### config.mk
export PLATFORM = sky130hd
export DESIGN_NAME = updown_counter_mod
export DESIGN_NICKNAME = d
export VERILOG_FILES = /design/src/rtl/counter_pkg.sv /design/src/rtl/counter_prescaler.sv /design/src/rtl/updown_counter_mod.sv
export SDC_FILE = /design/constraint.sdc
export NUM_CORES = 1
export LEC_CHECK = 0
export ABC_AREA = 1
export ABC_CLOCK_PERIOD_IN_PS = 4100
export BUFFER_PORTS_ARGS = -buffer_cell sky130_fd_sc_hd__buf_2
export CAP_MARGIN = 20
export CORE_MARGIN = 4
export CORE_UTILIZATION = 55
export CTS_BUF_LIST = sky130_fd_sc_hd__clkbuf_8
export DETAILED_ROUTE_END_ITERATION = 10
export HOLD_SLACK_MARGIN = 0.05
export PLACE_DENSITY = 0.81
export RECOVER_POWER = 50
export SLEW_MARGIN = 10
export SYNTH_ARGS = -nofsm -noshare
export SYNTH_HDL_FRONTEND = slang
export SYNTH_SLANG_ARGS = --single-unit
### constraint.sdc
create_clock -name clk -period 4.1 [get_ports clk]
set_input_delay 0.82 -clock clk [delete_from_list [all_inputs] [get_ports clk]]
set_output_delay 0.82 -clock clk [all_outputs]
set_load 0.005 [all_outputs]
### src/rtl/counter_pkg.sv
// rtl/counter_pkg.sv - shared enums and default widths for the up/down counter
package counter_pkg;

  typedef enum logic {DIR_DOWN = 1'b0, DIR_UP = 1'b1} dir_e;
  typedef enum logic {MODE_WRAP = 1'b0, MODE_SAT = 1'b1} mode_e;

  localparam int DEF_WIDTH  = 8;
  localparam int DEF_STEP_W = 4;
  localparam int DEF_PRE_W  = 4;

endpackage

### src/rtl/counter_prescaler.sv
// rtl/counter_prescaler.sv - enable-gated divide-by-(div+1) advance strobe
module counter_prescaler
  import counter_pkg::*;
#(
  parameter int PRE_W = DEF_PRE_W
) (
  input  logic             clk,
  input  logic             rst,
  input  logic             clr,
  input  logic             en,
  input  logic [PRE_W-1:0] div,
  output logic             adv
);

  logic [PRE_W-1:0] pcnt;
  logic             match;

  // >= rather than == so a div lowered below pcnt still terminates the period
  assign match = (pcnt >= div);
  assign adv   = en && match;

  always_ff @(posedge clk) begin
    if (rst || clr) begin
      pcnt <= '0;
    end else if (en) begin
      if (match) pcnt <= '0;
      else       pcnt <= pcnt + 1'b1;
    end
  end

endmodule

### src/rtl/updown_counter_mod.sv
// rtl/updown_counter_mod.sv - up/down counter with step, modulus, wrap/saturate, load and prescaler
module updown_counter_mod
  import counter_pkg::*;
#(
  parameter int WIDTH  = DEF_WIDTH,
  parameter int STEP_W = DEF_STEP_W,
  parameter int PRE_W  = DEF_PRE_W
) (
  input  logic              clk,
  input  logic              rst,
  input  logic              en,
  input  logic              up,
  input  logic [STEP_W-1:0] step,
  input  logic [PRE_W-1:0]  div,
  input  logic              sat_mode,
  input  logic [WIDTH-1:0]  max_val,
  input  logic              load,
  input  logic [WIDTH-1:0]  load_val,
  output logic [WIDTH-1:0]  count,
  output logic              tc,
  output logic              ovf
);

  logic             adv;
  logic [WIDTH:0]   cnt_ext, step_ext, max_ext, raw;
  logic             above, out_of_range;
  logic [WIDTH-1:0] adv_count, load_clamped;

  counter_prescaler #(.PRE_W(PRE_W)) u_prescaler (
    .clk (clk),
    .rst (rst),
    .clr (load),
    .en  (en),
    .div (div),
    .adv (adv)
  );

  // One extra bit so overflow past max_val and borrow below zero are both visible
  assign cnt_ext  = {1'b0, count};
  assign step_ext = (WIDTH+1)'(step);
  assign max_ext  = {1'b0, max_val};
  assign above    = (count > max_val);

  assign load_clamped = (load_val > max_val) ? max_val : load_val;

  always_comb begin
    raw          = '0;
    out_of_range = 1'b0;
    adv_count    = count;
    if (dir_e'(up) == DIR_UP) begin
      raw          = cnt_ext + step_ext;
      out_of_range = (raw > max_ext) || above;
    end else begin
      raw          = cnt_ext - step_ext;
      out_of_range = (cnt_ext < step_ext) || above;
    end
    if (!out_of_range) begin
      adv_count = raw[WIDTH-1:0];
    end else if ((mode_e'(sat_mode) == MODE_SAT) == (dir_e'(up) == DIR_UP)) begin
      adv_count = max_val;
    end else begin
      adv_count = '0;
    end
  end

  always_ff @(posedge clk) begin
    if (rst) begin
      count <= '0;
      tc    <= 1'b0;
      ovf   <= 1'b0;
    end else if (load) begin
      count <= load_clamped;
      tc    <= 1'b0;
      ovf   <= 1'b0;
    end else if (adv) begin
      count <= adv_count;
      tc    <= out_of_range;
      if (out_of_range) ovf <= 1'b1;
    end else begin
      tc <= 1'b0;
    end
  end

endmodule
; Word-level counts from Yosys, hierarchy flattened
; Cells that the tools add are included.
[word_totals]
reg_bits = 14
latch_bits = 0
ram_bits = 0
mem_bits_ro = 0
inputBits = 30
output_inout_bits = 10
elab_cells = 30
memories = 0
[classes]
n_addsub = 3
multipliers = 0
div = 0
n_lt_le_gt_ge = 5
eq_ne = 1
shift = 0
muxes = 8
bitwise = 1
reduce_logical = 8
[op_table]
columns = op, count
row1 = $mux 8, 6
row2 = $gt 8x8->1, 2
row3 = $add 8x4->9, 1
row4 = $gt 9x8->1, 1
row5 = $lt 8x4->1, 1
row6 = $sub 8x4->8, 1
row7 = $add 4x1->4 const B, 1
row8 = $ge 4x4->1, 1
row9 = $mux 4, 1
row10 = $logic_or 1x1->1, 3
row11 = $reduce_or 3->1, 1
row12 = $reduce_and 2->1, 1
row13 = $reduce_bool 2->1, 1
row14 = $reduce_or 2->1, 1
row15 = $eq 1x1->1, 1
row16 = $logic_and 1x1->1, 1
row17 = $mux 1, 1
row18 = $not 1->1, 1

; Depth between registers and ports, before layout
[depth]
word_depth = 7
mapped_depth = 21
depth_no_buf = 20

; By module
; A second synthesis with hierarchy kept.
[hier_totals]
hier_cells = 318
hier_area_um2 = 2119.5
[by_module_without_submodules]
columns = mod, instances, cells_each, area_each_um2, seq_area_each_um2
row1 = updown_counter_mod, 1, 281, 1840.5, 200.2
row2 = counter_prescaler, 1, 37, 279.0, 80.1

; Worst setup path after synthesis
; Ideal clock, no wire load.
[synth_path]
kind = input to register
startpoint = input port step[0]
endpoint = register count[0]
setup_time_ps = 122
arrival_ps = 3122
required_ps = 3978
path_slack_ps = 857
path_stages = 18
path_buffers = 0
cell_sequence = ha_1 -> fa_1 -> nand3_1 -> a21oi_1 -> or2_2 -> and2_1 -> ha_1 -> nand2_1 -> inv_1 -> nand3_2 -> nor2_2 -> nand2_1 -> nand2_2 -> nand3_4 -> nand2_4 -> nand2_1 -> nand3_1 -> a21oi_2
[synth_via]
elab_chain_len = 7
word_cells_on_any_way = 11
cone_classes = add/sub (2) / order compare (2) / mux (5) / reduce/logical (2)
[synth_lines]
columns = element, line_no
row1 = "start, declared", updown_counter_mod.sv:13  ; input logic [STEP_W-1:0] step,
row2 = $add 8x4->9, updown_counter_mod.sv:51  ; raw = cnt_ext + step_ext;
row3 = $gt 9x8->1, updown_counter_mod.sv:52  ; out_of_range = (raw > max_ext) || above;
row4 = $logic_or 1x1->1, updown_counter_mod.sv:52
row5 = $mux 1, updown_counter_mod.sv:50  ; if (dir_e'(up) == DIR_UP) begin
row6 = $mux 8 (*), updown_counter_mod.sv:57  ; if (!out_of_range) begin
row7 = $mux 8 (*), updown_counter_mod.sv:75  ; end else if (adv) begin
row8 = $mux 8 (*), updown_counter_mod.sv:71  ; end else if (load) begin
row9 = "end signal, assigned", updown_counter_mod.sv:72  ; count <= load_clamped;
row10 = "end signal, assigned", updown_counter_mod.sv:76  ; count <= adv_count;
row11 = "end, declared", updown_counter_mod.sv:19  ; output logic [WIDTH-1:0] count,
; Mark *: on every way between the ends. The rest lies on a longest branch, timed or not. The select of a mux whose other input is x is not followed.
; A chain may end at the register's enable or synchronous reset.

; Worst setup path in the final report
[layout_path]
startpoint = input port step[0]
endpoint = register count[2]
; The elaborated chain is that of the path after synthesis.

==> results.toml <==
[critical_path]
worstSetupPathType = "input port to flop"
required_ps = 4230
cp_cell_sequence = "buf_2 -> ha_1 -> fa_1 -> nand3_1 -> a21oi_1 -> or2_2 -> and2_1 -> ha_1 -> nand2_1 -> inv_1 -> nand3_2 -> nor2_2 -> nor2_2 -> nand2_2 -> nand3_4 -> nand2_4 -> nand2_1 -> nand3_1 -> a21oi_2"
max_stage_delay_ps = 420
worstSetupStartpointType = "input port"
cpMaxStageDelayCell = "fa_1"
cp.arrival_ps = 3500
cp_top_family = "simple AND/OR/NAND/NOR gates"
critPathCaptureType = "flop"
worst-path-max-fanout = 9
crit_buf_inv = 2

[synthesis]
ys_warn_count = 0
synth_edf_count = 0
synthTopCellsByArea = "ha_1 22%, dfxtp_1 13%, nand2_1 13%"
netlist_area_um2 = 2150
async_flop_share = 0
ys_seq_elements = 14
yosys.cell_count.top_type = "nand2_1"
yosysTopAreaCellShare = 0.215
netlist_top_cells_count = "73 x nand2_1, 45 x inv_1, 37 x ha_1, 31 x nand3_1, 23 x a21oi_1"
synth_fp_nets = 395
ys_seq_area_frac = 0.130
synthFlopType = "dfxtp_1"
synth_top_cell_by_area = "ha_1"
ys_types = 35
netlist_instances = 326
avgSynthCellArea_um2 = 6.60

[cells_and_area]
area_growth_syn_to_layout_pct = 12.2
seq_area_um2 = 280
drive_gt1_frac = 0.203
multi_input_comb_area_um2 = 1640
design_area_um2 = 2410
antenna_cells = 0
fill_cells = 359
nets = 434

[route]
via_per_inst = 5.35
drc_errors = 0
first_pass_iters = 4
drtIter0Drc = 81
ant_nets = 0
num_vias = 2205
drt_wl_total_um = 5280
routedWlPerCell_um = 12.8

[global_route]
grt_usage = 0.215
globalRouteOverflowTotal = 0
grt_pass1_wl_um = 8980
antenna_found_initial = 0
grt_pass1_vias = 2083
grt_max_degree = 17

[clocking]
clk_latency_ps = 240
path_clk_slew_ps = 60
cts.hold.buffers_added = 0
cts_tree = "built"
postCtsResizedCells = 0
htreeDepth = 1
cts_setup_buffers = 0
cts_buffers = 3
root_buffer = "clkbuf_8"
clock_sinks = 14
cts_buffer_depth = 2

[placed_design]
placed_cell_area_um2 = 2360
port_buffers = 39
pre_cts_ws_ps = 490
gp_congestion = 0.892
hpwl_um = 4560

[timing]
timing.final.crit_share = 0.821
maxSlewViolCount = 0
fin_ws_ps = 732
finalSetupTns_ps = 0
fmax_mhz = 297
finalHoldViolCount = 0
rsz0062_at_grt = "no"
slew_headroom = 0.586
worst_pin_slew_ps = 617
fin_skew_ps = 2.93
finalCriticalPeriod_ps = 3370
setup_viol = 0

[pwr]
leakage_uw = 0.00131
powerDensity_nw_per_um2 = 268
vdd_drop_max_mv = 0.122

[min_path]
hold_path.class = "flop to flop"

[floorplan]
die_y_um = 70.6
fp.coreArea_um2 = 3720
initial_core_util = 0.579
rows = 22
ios = 40
dieArea_um2 = 4980
die_w_um = 70.6

[outcome]
status = "finished clean"

[flow_run]
max-cap-violations = 0
## sequential cells by signal (all words and copies together), names as in the netlist
| register | count |
|---|---|
| count | 8 |
| u_prescaler.pcnt | 4 |
| ovf | 1 |
| tc | 1 |
## layout by cell type, fill, tap and decap left out, drive strengths merged, types with 4 or more instances in the layout
master  instances
o21ai          24
ha             37
xor2            4
nand4           7
nand2          79
a21oi          33
nor2           24
dfxtp          14
inv            47
nand3          33
buf            39
o211ai          4
clkbuf          4
## metal layers
layer | vias to the layer above | wire length, um | track usage | part of all wire
met1 | 988 | 2400 | 0.269 | 0.45
met5 | - | 0 | 0 | 0
met3 | 9 | 202 | 0.0170 | 0.038
li1 | 1158 | - | - | -
met4 | 0 | 100 | 0.0793 | 0.019
met2 | 50 | 2580 | 0.383 | 0.49
## path summary, 6_finish.rpt
path / start / endpoint / slack (ps) / cells after the start
setup / recovery: step[0] / count[2] / 730 / 19
hold / removal: ovf / ovf / 470 / 2
setup reg to reg: count[0] / count[2] / 1050 / 18
hold reg to reg: ovf / ovf / 470 / 2
## report_power, final
group | leakage, uW | total, uW | internal [uW] | switching, uW
logic | 0.00117 | 344 | 135 | 209
clock network | 0.0000288 | 135 | 85.0 | 49.8
registers | 0.000115 | 168 | 146 | 21.9
## cell families after synthesis
family / Yosys count / share of synthesized area
AO/OA/AOI/OAI: 63 / 0.181
XOR/XNOR: 6 / 0.0244
adder cells (fa/ha/maj): 39 / 0.234
buffers and inverters: 54 / 0.108
flip-flops: 14 / 0.130
AND/OR/NAND/NOR: 150 / 0.323
## worst reg2reg max path: cells and delay by family, from the launching register on
family                   cells  cell delay [ps]
flip-flops                   1              360
AO/OA/AOI/OAI                2              160
adder cells (fa/ha/maj)      3              950
AND/OR/NAND/NOR             12             1380
buffers and inverters        1               80
## final cells by class
cell class                 instances  share of cell area
clock buffer                       4              0.0228
inverter                          49              0.0762
timing repair buffer              39              0.0808
sequential                        14               0.116
multi-input combinational        258               0.679
tap                               48              0.0249
## stage by stage
stage / total power (uW) / instances / util / hold slack (ps)
final: 648 / 412 / 0.650 / 469
after global routing: 709 / 412 / 0.650 / 508
after CTS: 648 / 412 / 0.650 / 480
after detailed placement: 512 / 408 / 0.635 / 465
after global placement: 501 / 408 / 0.635 / 443
after floorplan: 430 / 326 / - / 457
No activity file was read; power rests on OpenSTA's default activity.
